<file path="config.mk">
export PLATFORM = sky130hd
export DESIGN_NAME = store_unit
export DESIGN_NICKNAME = d
export VERILOG_FILES = /design/src/rtl/store_unit.sv
export SDC_FILE = /design/constraint.sdc
export NUM_CORES = 1
export LEC_CHECK = 0
export ABC_AREA = 1
export CAP_MARGIN = 20
export CORE_MARGIN = 3
export CORE_UTILIZATION = 35
export CTS_CLUSTER_SIZE = 14
export DETAILED_ROUTE_END_ITERATION = 10
export SYNTH_ARGS = -nofsm -noshare
export SYNTH_HDL_FRONTEND = slang
export SYNTH_SLANG_ARGS = --single-unit
</file>
<file path="constraint.sdc">
create_clock -name clk -period 2.5 [get_ports clk]
set_input_delay 0.25 -clock clk [delete_from_list [all_inputs] [get_ports clk]]
set_output_delay 0.25 -clock clk [all_outputs]
set_load 0.02 [all_outputs]
</file>
<file path="src/rtl/store_unit.sv">
// store_unit: turns one SB/SH/SW request into word-aligned memory write beats.
// Stores that cross a word boundary become two beats (beat0 at the lower word,
// beat1 at the next word), or are rejected with err when splitting is disabled.
module store_unit #(
  parameter int ADDR_W           = 32,
  parameter bit SPLIT_MISALIGNED = 1'b1
) (
  input  logic              clk,
  input  logic              rst_n,
  input  logic              in_valid,
  output logic              in_ready,
  input  logic [31:0]       instruction,
  input  logic [ADDR_W-1:0] address,
  input  logic [31:0]       store_val,
  output logic              mem_req,
  output logic [ADDR_W-1:0] mem_addr,
  output logic [3:0]        mem_be,
  output logic [31:0]       mem_wdata,
  input  logic              mem_ack,
  output logic              done,
  output logic              err
);

  typedef enum logic [1:0] {
    IDLE,
    BEAT0,
    BEAT1,
    RESP
  } state_t;

  localparam logic [6:0] OPCODE_STORE = 7'b0100011;

  state_t state;

  logic [6:0]        opcode;
  logic [2:0]        funct3;
  logic              legal;
  logic [1:0]        offset;
  logic [3:0]        base_be;
  logic [31:0]       base_data;
  logic [7:0]        be_wide;
  logic [63:0]       data_wide;
  logic              need_split;
  logic              reject;
  logic [ADDR_W-1:0] word_addr;
  logic [ADDR_W-1:0] next_word;

  logic              split_q;
  logic [ADDR_W-1:0] b1_addr;
  logic [3:0]        b1_be;
  logic [31:0]       b1_data;

  // Only opcode and funct3 matter; the remaining instruction bits are ignored.
  logic unused_instr_bits;
  assign unused_instr_bits = ^{instruction[31:15], instruction[11:7]};

  assign opcode    = instruction[6:0];
  assign funct3    = instruction[14:12];
  assign offset    = address[1:0];
  assign word_addr = {address[ADDR_W-1:2], 2'b00};
  assign next_word = word_addr + ADDR_W'(4);
  assign in_ready  = (state == IDLE);

  // Decode size into an unshifted lane mask and zero-extended data; the
  // double-width shift below then yields beat0 in the low half and beat1 in
  // the high half, so both beats of a split come from one expression.
  always_comb begin
    legal     = 1'b0;
    base_be   = 4'b1111;
    base_data = store_val;
    if (opcode == OPCODE_STORE) begin
      case (funct3)
        3'b000: begin
          legal     = 1'b1;
          base_be   = 4'b0001;
          base_data = {24'h0, store_val[7:0]};
        end
        3'b001: begin
          legal     = 1'b1;
          base_be   = 4'b0011;
          base_data = {16'h0, store_val[15:0]};
        end
        3'b010: begin
          legal     = 1'b1;
          base_be   = 4'b1111;
          base_data = store_val;
        end
        default: begin
          legal     = 1'b0;
          base_be   = 4'b1111;
          base_data = store_val;
        end
      endcase
    end
  end

  assign be_wide    = {4'b0000, base_be} << offset;
  assign data_wide  = {32'h0, base_data} << {offset, 3'b000};
  assign need_split = |be_wide[7:4];
  assign reject     = !legal || (need_split && !SPLIT_MISALIGNED);

  // Request FSM with registered memory and response outputs; beat1 fields are
  // captured at accept time so later input changes cannot disturb the store.
  always_ff @(posedge clk or negedge rst_n) begin
    if (!rst_n) begin
      state     <= IDLE;
      split_q   <= 1'b0;
      b1_addr   <= '0;
      b1_be     <= '0;
      b1_data   <= '0;
      mem_req   <= 1'b0;
      mem_addr  <= '0;
      mem_be    <= '0;
      mem_wdata <= '0;
      done      <= 1'b0;
      err       <= 1'b0;
    end else begin
      case (state)
        IDLE: begin
          if (in_valid) begin
            split_q <= need_split;
            b1_addr <= next_word;
            b1_be   <= be_wide[7:4];
            b1_data <= data_wide[63:32];
            if (reject) begin
              state <= RESP;
              done  <= 1'b1;
              err   <= 1'b1;
            end else begin
              state     <= BEAT0;
              mem_req   <= 1'b1;
              mem_addr  <= word_addr;
              mem_be    <= be_wide[3:0];
              mem_wdata <= data_wide[31:0];
            end
          end
        end
        BEAT0: begin
          if (mem_ack) begin
            if (split_q) begin
              state     <= BEAT1;
              mem_addr  <= b1_addr;
              mem_be    <= b1_be;
              mem_wdata <= b1_data;
            end else begin
              state     <= RESP;
              mem_req   <= 1'b0;
              mem_addr  <= '0;
              mem_be    <= '0;
              mem_wdata <= '0;
              done      <= 1'b1;
              err       <= 1'b0;
            end
          end
        end
        BEAT1: begin
          if (mem_ack) begin
            state     <= RESP;
            mem_req   <= 1'b0;
            mem_addr  <= '0;
            mem_be    <= '0;
            mem_wdata <= '0;
            done      <= 1'b1;
            err       <= 1'b0;
          end
        end
        RESP: begin
          state <= IDLE;
          done  <= 1'b0;
          err   <= 1'b0;
        end
        default: begin
          state <= IDLE;
        end
      endcase
    end
  end

endmodule

</file>
==> results.yml, run 1 <==
status:
  outcome: "complete, no violations"
synthesis:
  synthFlopType: "dfrtp_1"
  synthCells: 995
  synth_common_cells: "nand2_1, dfrtp_1, nand3_1"
  synthArstFlopShare: 1.00
  synth_area_sq_um: 7170
  synth_top_area_cell: "dfrtp_1"
  synth-edff-count: 0
  synth_cell_type_count: 35
  yosysWarnings: 0
  synth_top_area_share: 0.450
  yosys-top-cells-area: "dfrtp_1, nand2_1, nand3_1"
  syn_avg_cell_area_sq_um: 7.20
  ys_seq_elements: 129
  synth-seq-area-share: 0.450
  synth_most_common_cell: "nand2_1"
power_and_ir_drop:
  powerDensity_nw_per_um2: 1240
  vdd_ir_drop_max_mv: 0.681
  p_leak_uw: 0.00447
global_route:
  gr-total-overflow: 0
  grt_max_degree: 130
  antenna_found_initial: 0
  grt_pass1_wl_mm: 37.1
  grt_pass1_vias: 6884
  grtUsageTotal: 0.213
sta:
  period_share: 0.889
  fin_ws_ps: 279
  slew_headroom: 0.480
  holdWs_ps: 420
  fmax_ghz: 0.450
  drv_slew: 0
  period_needed_ps: 2220
  hold_viol_final: 0
  rsz0062_at_grt: "false"
  finClkSkew_ps: 10.5
  worst_slew_pin_slew_ps: 780
  setup-violations-final: 0
  setup_tns_ps: 0
route:
  drc: 0
  ant_nets: 0
  wl_per_cell_um: 16.4
  num_vias: 7021
  vias_per_cell: 4.95
  first_pass_iters: 5
  drt_iter0_markers: 423
  drt_wl_total_mm: 23.3
placement:
  dpl_cell_area_sq_um: 8960
  place_hpwl_mm: 16.2
  io_buffers: 147
  gp_congestion: 0.920
  dp_slack_ps: 282
clocking:
  cts_buffers: 17
  cts_tree: "yes"
  clk_path_buf_depth: 2
  cts_sinks: 129
  cts_root_buffer: "clkbuf_16"
  clk-insertion-delay-late_ps: 430
  htreeDepth: 4
  cts_resized: 0
  clkTransAtPathRegs_ps: 60
  cts_setup_buffers: 0
layout:
  drive_above_1_share: 0.0703
  synthToLayoutAreaGrowth_pct: 34.3
  fill_cells: 1998
  nNetsFinal: 1247
  antenna_cells: 0
  final_util: 0.487
  fin_area_sq_um: 9630
floorplanning:
  core_sq_um: 19800
  die-area_sq_um: 22200
  die_w_um: 149
  io_pins: 172
  die_h_um: 149
  initial_core_util: 0.362
  rows: 51
critical_path:
  path_cells: "inv_1 > ha_1 > inv_1 > nor2_1 > nor3_2 > nand2_4 > inv_4 > nor2_1 > a21oi_1"
  crit_arrival_ps: 2560
  required_ps: 2840
  cp_slowest_cell: "inv_4"
  path_max_fanout: 45
  critical-path-max-stage-delay_ps: 490
  end_kind: "flip-flop"
  crit_type: "flip-flop to flip-flop"
  worstSetupStartpointType: "flip-flop"
job:
  cap_violations: 0
hold_path:
  hold_path_class: "primary input to async pin"
-- where the power goes --
part           leakage [uW]  internal [uW]  switching [uW]
clock network      0.000301           1800             999
logic               0.00253           2130            3450
registers           0.00163           3070             466
-- worst max-delay path: cells and delay by family (launching register included) --
family                     cells  cell delay (ps)
buffers and inverters          3              670
adders and majority gates      1              270
AOI/OAI and AO/OA              1              160
and+or+nand+nor                4              580
DFF                            1              430
-- cells in the final DEF, fill, tap and decap left out, types with 2 or more instances in the layout --
cell and count:
nand2_1 311, clkdlybuf4s50_1 146, dfrtp_1 129, nand3_1 124, nor2_1 100, inv_1 89
o21ai_0 68, a21oi_1 25, buf_4 21, o22ai_1 18, clkbuf_16 17, o21ai_1 11
xor2_1 8, a22oi_1 8, o211ai_1 8, ha_1 7, nor2_2 6, inv_2 6
a31oi_1 5, nor2_4 5, bufinv_16 5, clkinvlp_4 5, buf_12 4, nand3_2 3
nand3b_1 2, nor3_1 2, xnor2_1 2, clkinv_1 2, nand2_2 2, conb_1 2
clkinv_4 2
-- final timing paths --
kind,start,endpoint,slack [ps],cells past startpoint
min in group clk,address[23],b1_addr[23],470,3
worst max-delay path,state[0],mem_wdata[16],280,9
worst min register to register,mem_addr[14],mem_addr[14],480,2
worst max register to register,state[0],mem_wdata[16],280,9
max in group asynchronous,rst_n,mem_addr[9],1430,3
worst min-delay path,rst_n,mem_wdata[8],420,3
-- cells by family (layout without fill, tap and decap cells) --
logic type	Yosys count	after routing	share of synthesized area
buf+inv	145	302	0.0847
other cells	1	2	0.000523
fa+ha+maj	7	7	0.0122
flops	129	129	0.450
simple gates	558	558	0.328
xor+xnor	10	10	0.0122
compound gates	145	145	0.112
-- routing by layer --
layer / vias up / wire (um) / GRT usage
met2: 243 / 11000 / 0.345
li1: 3479 / - / -
met1: 3270 / 10400 / 0.293
met5: - / 0 / 0
met3: 29 / 1530 / 0.0413
met4: 0 / 389 / 0.0613
-- sequential cells by signal (all words and copies together), names as in the netlist --
signal,count
b1_addr,30
b1_be,3
b1_data,24
done,1
err,1
mem_addr,30
mem_be,4
mem_req,1
mem_wdata,32
split_q,1
state,2
-- what timing repair did --
action / CTS / global route
hold endpoints to repair: 45 / 0
endpoints found under the setup margin: 0 / 0
hold buffers: 1 / 0
-- layout make-up --
type | instances | area, sq um | area share
Timing Repair Buffer | 172 | 1710 | 0.178
Clock inverter | 13 | 210 | 0.0218
Multi-Input combinational cell | 722 | 3340 | 0.346
Clock buffer | 19 | 443 | 0.0460
Inverter | 98 | 370 | 0.0385
Tap cell | 265 | 332 | 0.0344
Sequential cell | 129 | 3230 | 0.335
-- per-stage QoR --
step | std cells | power (uW)
6_report | 1418 | 11900
5_1_grt | 1418 | 12800
4_1_cts | 1418 | 12000
3_5_place_dp | 1385 | 9180
3_3_place_gp | 1385 | 9090
2_1_floorplan | 996 | 6920
Power figures use the tool's default switching activity.
==> run 2: changes to the inputs <==
Settings changed: CTS_BUF_LIST from default to sky130_fd_sc_hd__clkbuf_4 sky130_fd_sc_hd__clkbuf_8.
==> run 2 against run 1 <==
Against the previous run:
- clock power down 24%
- cell area shrank 1.9%
- non-clock buffer count stayed put
- wire length decreased by 1.7%
- via count decreased by 0.37%
- critical endpoint unchanged
- largest cell class unchanged
- largest power group unchanged
==> results.yml, run 2 (synthesized netlist as in run 1, its figures left out) <==
status:
  outcome: "complete, no violations"
power_and_ir_drop:
  combPwrFrac: 0.495
  p_leak_uw: 0.00438
  sw_frac_of_total: 0.428
  power.total_uw: 11200
  seqPwrFrac: 0.314
  p_int_uw: 6420
  p_sw_uw: 4810
  power_frac_clock: 0.190
  vdd_ir_drop_max_mv: 0.519
  powerDensity_nw_per_um2: 1190
sta:
  rsz0062_at_grt: "false"
  holdWs_ps: 406
  slew_headroom: 0.506
  fmax_ghz: 0.451
  finClkSkew_ps: 14.2
  setup_tns_ps: 0
  period_needed_ps: 2220
  setup-violations-final: 0
  period_share: 0.887
  worst_slew_pin_slew_ps: 742
  drv_slew: 0
  hold_viol_final: 0
critical_path:
  reg2regPathDepth: 9
  reg2reg_to: "mem_wdata[16]"
  reg2reg_slack_ps: 280
  required_ps: 2880
  cp_slowest_cell: "inv_4"
  path_max_fanout: 45
  critical-path-max-stage-delay_ps: 500
  worstSetupStartpointType: "flip-flop"
  timing.rr.start: "state[0]"
  path_cells: "inv_1 > ha_1 > inv_1 > nor2_1 > nor3_2 > nand2_4 > inv_4 > nor2_1 > a21oi_1"
  crit_arrival_ps: 2600
  crit_type: "flip-flop to flip-flop"
  end_kind: "flip-flop"
global_route:
  grt_pass1_wl_mm: 36.8
  use_met3: 0.0395
  grt_util_met2: 0.340
  gr-total-overflow: 0
  use_met1: 0.292
  antenna_found_initial: 0
  grt_pass1_vias: 6799
  grt_max_degree: 130
  busiest_layer: "met2"
  grtUsageTotal: 0.211
clocking:
  cts_tree: "yes"
  cts_root_buffer: "clkbuf_8"
  cts_sinks: 129
  clkTransAtPathRegs_ps: 80
  clk-insertion-delay-late_ps: 460
  htreeDepth: 4
  cts_buffers: 17
  cts_setup_buffers: 0
  clk_path_buf_depth: 2
floorplanning:
  rows: 51
  core_sq_um: 19800
  die_w_um: 149
  initial_core_util: 0.362
  die-area_sq_um: 22200
  io_pins: 172
  die_h_um: 149
layout:
  regArea_sq_um: 3230
  fill_cells: 2010
  regMostFlops: "mem_wdata"
  fin_area_sq_um: 9440
  multi_input_area_sq_um: 3340
  synthToLayoutAreaGrowth_pct: 31.7
  mostFrequentLayoutCells: "nand2_1, clkdlybuf4s50_1, dfrtp_1, nand3_1, nor2_1"
  drive_above_1_share: 0.0711
  largest_reg_flops: 32
  reg_top3: "mem_wdata x32, b1_addr x30, mem_addr x30"
  nNetsFinal: 1247
  layout_commonest_cell: "nand2_1"
  antenna_cells: 0
  final_util: 0.477
placement:
  io_buffers: 147
  gp_congestion: 0.920
  place_hpwl_mm: 16.2
  dpl_cell_area_sq_um: 8960
route:
  first_pass_iters: 5
  drt_iter0_markers: 432
  vias_per_cell: 4.93
  ant_nets: 0
  num_vias: 6995
  drt_wl_total_mm: 22.9
  wl_per_cell_um: 16.2
  drc: 0
hold_path:
  hold_path_class: "primary input to async pin"
job:
  cap_violations: 0
## run 2: cell counts in the layout (fill, tap and decap cells not counted)
No cell type changed its count.
## run 2: how the worst max path moves through the flow
stage | endpoint | start | cells after the start | slack (ps)
2_1_floorplan | mem_wdata[14] | state[0] | 7 | 770
3_3_place_gp | mem_addr[3] | instruction[5] | 9 | 330
3_5_place_dp | mem_addr[3] | state[0] | 9 | 280
4_1_cts | mem_addr[3] | state[0] | 9 | 250
5_1_grt | mem_req | state[1] | 9 | 60
6_report | mem_wdata[16] | state[0] | 9 | 280
## run 2: metal layers
layer	wire [um]	vias up
li1	-	3485
met1	10500	3279
met2	10700	203
met3	1310	28
met4	391	0
met5	0	-
## run 2: power by group through the flow
stage          Clock [uW]  Sequential, uW  Combinational [uW]
2_1_floorplan           0            4060                2860
3_3_place_gp            0            3560                5530
3_5_place_dp            0            3570                5610
4_1_cts              2170            3540                5640
5_1_grt              2270            3640                6230
6_report             2130            3530                5560
## run 2: cell type report
type	count	area share
repair buffers	172	0.181
inverters	98	0.0392
clock buffers	19	0.0270
multi-input cells	722	0.353
well taps	265	0.0351
clock inverters	13	0.0223
flip-flops and latches	129	0.342
## run 2: worst max-delay path: cells and delay by family, from the launching register on
family,cells,cell delay (ps)
buffers and inverters,3,680
and+or+nand+nor,4,590
AOI/OAI and AO/OA,1,150
DFF,1,430
adders and majority gates,1,270
## run 2: per-stage QoR
step,std cells,setup WS (ps)
after global placement,1385,325
after CTS,1418,255
final,1418,283
after global routing,1418,57.6
after detailed placement,1385,282
after floorplan,996,767
## run 2: timing repair
item                                   in CTS  in global routing
resized for setup                           0                  0
hold buffers                                1                  0
endpoints found under the hold margin     129                  0
==> run 3: changes to the inputs <==
Settings changed: CORE_UTILIZATION 35 to 47, GPL_ROUTABILITY_DRIVEN from default to 0, PLACE_DENSITY from default to 0.76.
==> run 3 against run 2 <==
Against the previous run:
- maximum frequency decreased by 1.1%
- sequential share of layout area increased by 0.93 points
- non-clock buffer count decreased by 7
- worst setup slack got worse by 25 ps
- utilization increased by 15 points
- via count increased by 3.1%
- largest power group unchanged
==> results.yml, run 3 (synthesized netlist as in run 1, its figures left out) <==
status:
  outcome: "complete, no violations"
power_and_ir_drop:
  combPwrFrac: 0.502
  seqPwrFrac: 0.329
  sw_frac_of_total: 0.431
  power_frac_clock: 0.169
  powerDensity_nw_per_um2: 1170
  p_int_uw: 6110
  p_leak_uw: 0.00433
  p_sw_uw: 4640
  vdd_ir_drop_max_mv: 0.609
route:
  first_pass_iters: 5
  drt_iter0_markers: 652
  num_vias: 7210
  wl_per_cell_um: 16.0
  ant_nets: 0
  drc: 0
  drt_wl_total_mm: 21.2
  vias_per_cell: 5.42
critical_path:
  end_kind: "flip-flop"
  crit_arrival_ps: 2610
  crit_type: "flip-flop to flip-flop"
  critical_path.top_delay_family: "buffers and inverters"
  crit_top_cell: "inv_1"
  cp_slowest_cell: "dfrtp_1"
  path_cells: "inv_1 > ha_1 > inv_1 > nand2_1 > o22ai_1 > nor2_1 > a21oi_1"
  path_max_fanout: 11
  critical-path-max-stage-delay_ps: 440
  required_ps: 2870
  crit_buf_inv: 2
  worstSetupStartpointType: "flip-flop"
layout:
  regMostFlops: "mem_wdata"
  regArea_sq_um: 3230
  nNetsFinal: 1240
  antenna_cells: 0
  mostFrequentLayoutCells: "nand2_1, clkdlybuf4s50_1, dfrtp_1, nand3_1, nor2_1"
  synthToLayoutAreaGrowth_pct: 28.2
  reg_top3: "mem_wdata x32, b1_addr x30, mem_addr x30"
  largest_reg_flops: 32
  layout_commonest_cell: "nand2_1"
  multi_input_area_sq_um: 3340
  fin_area_sq_um: 9190
  final_cell_count_no_fill: 1330
  drive_above_1_share: 0.0654
  fill_cells: 1307
sta:
  rsz0062_at_grt: "false"
  worst_slew_pin_slew_ps: 635
  fmax_ghz: 0.446
  period_needed_ps: 2240
  setup_tns_ps: 0
  setup-violations-final: 0
  drv_slew: 0
  holdWs_ps: 196
  slew_headroom: 0.576
  period_share: 0.897
  fin_ws_ps: 257
  hold_viol_final: 0
  finClkSkew_ps: 8.67
global_route:
  antenna_found_initial: 0
  use_met3: 0.0569
  grt_pass1_wl_mm: 34.6
  busiest_layer: "met2"
  grtUsageTotal: 0.261
  grt_pass1_vias: 6918
  grt_util_met2: 0.423
  grt_max_degree: 76
  gr-total-overflow: 0
  use_met1: 0.348
clocking:
  clkTransAtPathRegs_ps: 70
  clk-insertion-delay-late_ps: 450
  cts_resized: 0
  htreeDepth: 4
  clk_path_buf_depth: 2
  cts_root_buffer: "clkbuf_8"
  cts_buffers: 17
  cts_sinks: 129
  cts_tree: "yes"
placement:
  place_hpwl_mm: 15.1
  dpl_cell_area_sq_um: 8790
  io_buffers: 147
  dp_cells: 1297
  dp_slack_ps: 265
floorplanning:
  io_pins: 172
  die_w_um: 129
  die-area_sq_um: 16800
  core_sq_um: 14700
  die_h_um: 129
  rows: 44
  initial_core_util: 0.488
job:
  cap_violations: 0
hold_path:
  hold_path_class: "primary input to async pin"
[run 3: cell count changes in the layout (fill, tap and decap cells not counted)]
| cell | before | now |
|---|---|---|
| buf_12 | 4 | 2 |
| buf_4 | 21 | 16 |
| bufinv_16 | 5 | 2 |
| clkbuf_4 | 1 | 7 |
| clkbuf_8 | 18 | 19 |
| clkinv_2 | 1 | 4 |
| clkinv_4 | 2 | 0 |
| clkinvlp_4 | 5 | 0 |
[run 3: power by group through the flow]
stage	logic (uW)	registers, uW	clock network [uW]
CTS	5440	3540	1840
detailed placement	5410	3570	0
global route	5980	3640	1930
finish	5400	3540	1810
global placement	5280	3540	0
floorplan	2860	4060	0
[run 3: layout make-up]
class                           instances  share of cell area
Inverter                               98              0.0403
Clock inverter                          6             0.00871
Timing Repair Buffer                  165               0.178
Clock buffer                           26              0.0342
Tap cell                              184              0.0251
Sequential cell                       129               0.351
Multi-Input combinational cell        722               0.363
[run 3: per-stage QoR]
| step | utilization | power, uW |
|---|---|---|
| after floorplan | - | 6920 |
| after global placement | 0.598 | 8820 |
| after detailed placement | 0.598 | 8970 |
| after CTS | 0.625 | 10800 |
| after global routing | 0.625 | 11600 |
| final | 0.625 | 10800 |
[run 3: path summary, 6_finish.rpt]
path / start / end / slack [ps] / cells past startpoint
min in group clk: address[23] / b1_addr[23] / 440 / 3
max: state[0] / mem_wdata[19] / 260 / 7
max in group asynchronous: rst_n / b1_addr[21] / 1500 / 3
min reg2reg: mem_be[2] / mem_be[2] / 480 / 2
min: rst_n / mem_wdata[19] / 200 / 2
max reg2reg: state[0] / mem_wdata[19] / 260 / 7
[run 3: what timing repair did]
action | in CTS | in global routing
hold endpoints to repair | 23 | 0
hold buffers | 1 | 0
setup buffers | 0 | 0
[run 3: per-layer routing]
layer / part of all wire / up-vias / routed length [um]
li1: - / 3475 / -
met1: 0.42 / 3381 / 8970
met2: 0.48 / 319 / 10100
met3: 0.078 / 35 / 1660
met4: 0.022 / 0 / 465
met5: 0 / - / 0
==> patch (settings of run 1) <==
Re-encode `state_t` (4 states) as Gray code, 2 bits wide.
--- a/src/rtl/store_unit.sv
+++ b/src/rtl/store_unit.sv
@@ -23,8 +23,8 @@
 
   typedef enum logic [1:0] {
-    IDLE,
-    BEAT0,
-    BEAT1,
-    RESP
+    IDLE  = 2'b00,
+    BEAT0 = 2'b01,
+    BEAT1 = 2'b11,
+    RESP  = 2'b10
   } state_t;
 
Behaviour: same outputs for any inputs over 4 cycles, from zero or initial values and one cycle with rst_n low; so few cycles prove little.
==> patch against run 1 <==
- synthesized area down 4.1%
- setup slack better by 140 ps
- final area down 4.6%
- worst hold slack worse by 45 ps
- utilization down 0.39 points
- fmax up 6.9%
- routed wire length down 8.9%
- cell count down 3.1%
- sequential cell count unchanged
- die area down 3.9%
Power is not compared: it rests on default switching activity, and its combinational part moved more than twofold at a synthesized area within 25%.
==> patch: results (changes against run 1) <==
[synthesis]
ys.flop_type = dfrtp_1
synth_top_family_by_area = simple AND/OR/NAND/NOR gates
syn_avg_cell_area_um2 = 7.18  ; -0.36%
synthXorXnorAreaFrac_pct = 1.53  ; +0.31 points
synth_fa_ha_area_share_pct = 0.182  ; -1.0 points
yosys_warnings = 0  ; unchanged
synth_compound_area_share_pct = 6.77  ; -4.4 points
seq_area_frac_synth_pct = 47.0  ; +1.9 points
synth_area_leaders = dfrtp_1, nand2_1, nand3_1, nor2_1, inv_1
synth_commonest_cells = nand2_1, nand3_1, dfrtp_1
ys_types = 34  ; -2.9%

[layout]
nFillCells = 1918  ; -4.0%
final_util_pct = 48.3  ; -0.39 points
layout.nets = 1204  ; -3.4%
drive_gt1_share_pct = 5.83  ; -1.2 points
top_regs = mem_wdata: 32 flops, b1_addr: 30 flops, mem_addr: 30 flops

[place]
place_ws_ps = 338  ; +56.3 ps
dpl.hpwl_mm = 15.4  ; -5.0%
gp_congestion = 0.876  ; -4.7%
post_dp_cell_area_um2 = 8640  ; -3.7%
placedCellCount = 1343  ; -3.0%

[global_routing]
grt_max_degree = 62  ; -52%
track_usage_pct = 19.9  ; -1.5 points
grt_pass1_wl_mm = 34.4  ; -7.3%
grt_pass1_vias = 6430  ; -6.6%

[pwr]
vdd_drop_max_mv = 0.553
cellLeakagePower_uw = 0.00437

[routing]
post_drt_via_cell_ratio = 4.83  ; -2.4%
drt_wl_total_mm = 21.2  ; -8.9%
vias = 6639  ; -5.4%

[run_status]
status = completed

[worst_setup_path]
cp_slowest_stage_delay_ps = 680  ; +190 ps
slowest_stage = clkdlybuf4s50_1
arrival_ps = 1830  ; -730 ps
critPathMaxFanout = 6  ; -87%

[cts]
path_clk_slew_ps = 60  ; about the same

[timing]
setup_ws_ps = 422  ; +144 ps
finClkSkew_ps = 7.71  ; -2.75 ps
relSlewSlack_pct = 56.1  ; +8.1 points
fin_hold_ws_ps = 375  ; -45.1 ps

patch: area by class of cell:
class / count / share of cell area (%)
timing repair buffer: 168 / 18.1
tap: 260 / 3.54
clock buffer: 20 / 4.86
multi-input combinational: 725 / 34.9
clock inverter: 10 / 0.967
sequential: 129 / 35.2
inverter: 62 / 2.53
patch: kinds of logic after synthesis:
family                   Yosys count
adder cells (fa/ha/maj)            1
buffers and inverters            105
XOR/XNOR                          12
other                              1
flip-flops                       129
AND/OR/NAND/NOR                  630
AO/OA/AOI/OAI                     80
patch: final timing paths:
path | startpoint | end | cells past startpoint
hold reg to reg | b1_addr[3]$_DFFE_PN0P_ | b1_addr[3]$_DFFE_PN0P_ | 2
min in group clk | mem_ack | state[1]$_DFFE_PN0P_ | 2
setup / recovery | state[0]$_DFFE_PN0P_ | in_ready | 2
setup reg to reg | state[0]$_DFFE_PN0P_ | b1_data[16]$_DFFE_PN0P_ | 7
max in group asynchronous | rst_n | b1_data[6]$_DFFE_PN0P_ | 3
hold / removal | rst_n | state[0]$_DFFE_PN0P_ | 2
patch: report_power, final:
group | switching [uW] | internal (uW) | leakage (uW)
registers | 305 | 2720 | 0.00168
clock network | 923 | 1370 | 0.000254
logic | 1460 | 970 | 0.00243
patch: per-layer routing:
metal / routed length [um] / up-vias / global-route usage (%)
li1: - / 3363 / -
met1: 10000 / 3046 / 27.7
met2: 9530 / 207 / 30.9
met3: 1320 / 23 / 4.75
met4: 366 / 0 / 6.11
met5: 0 / - / 0
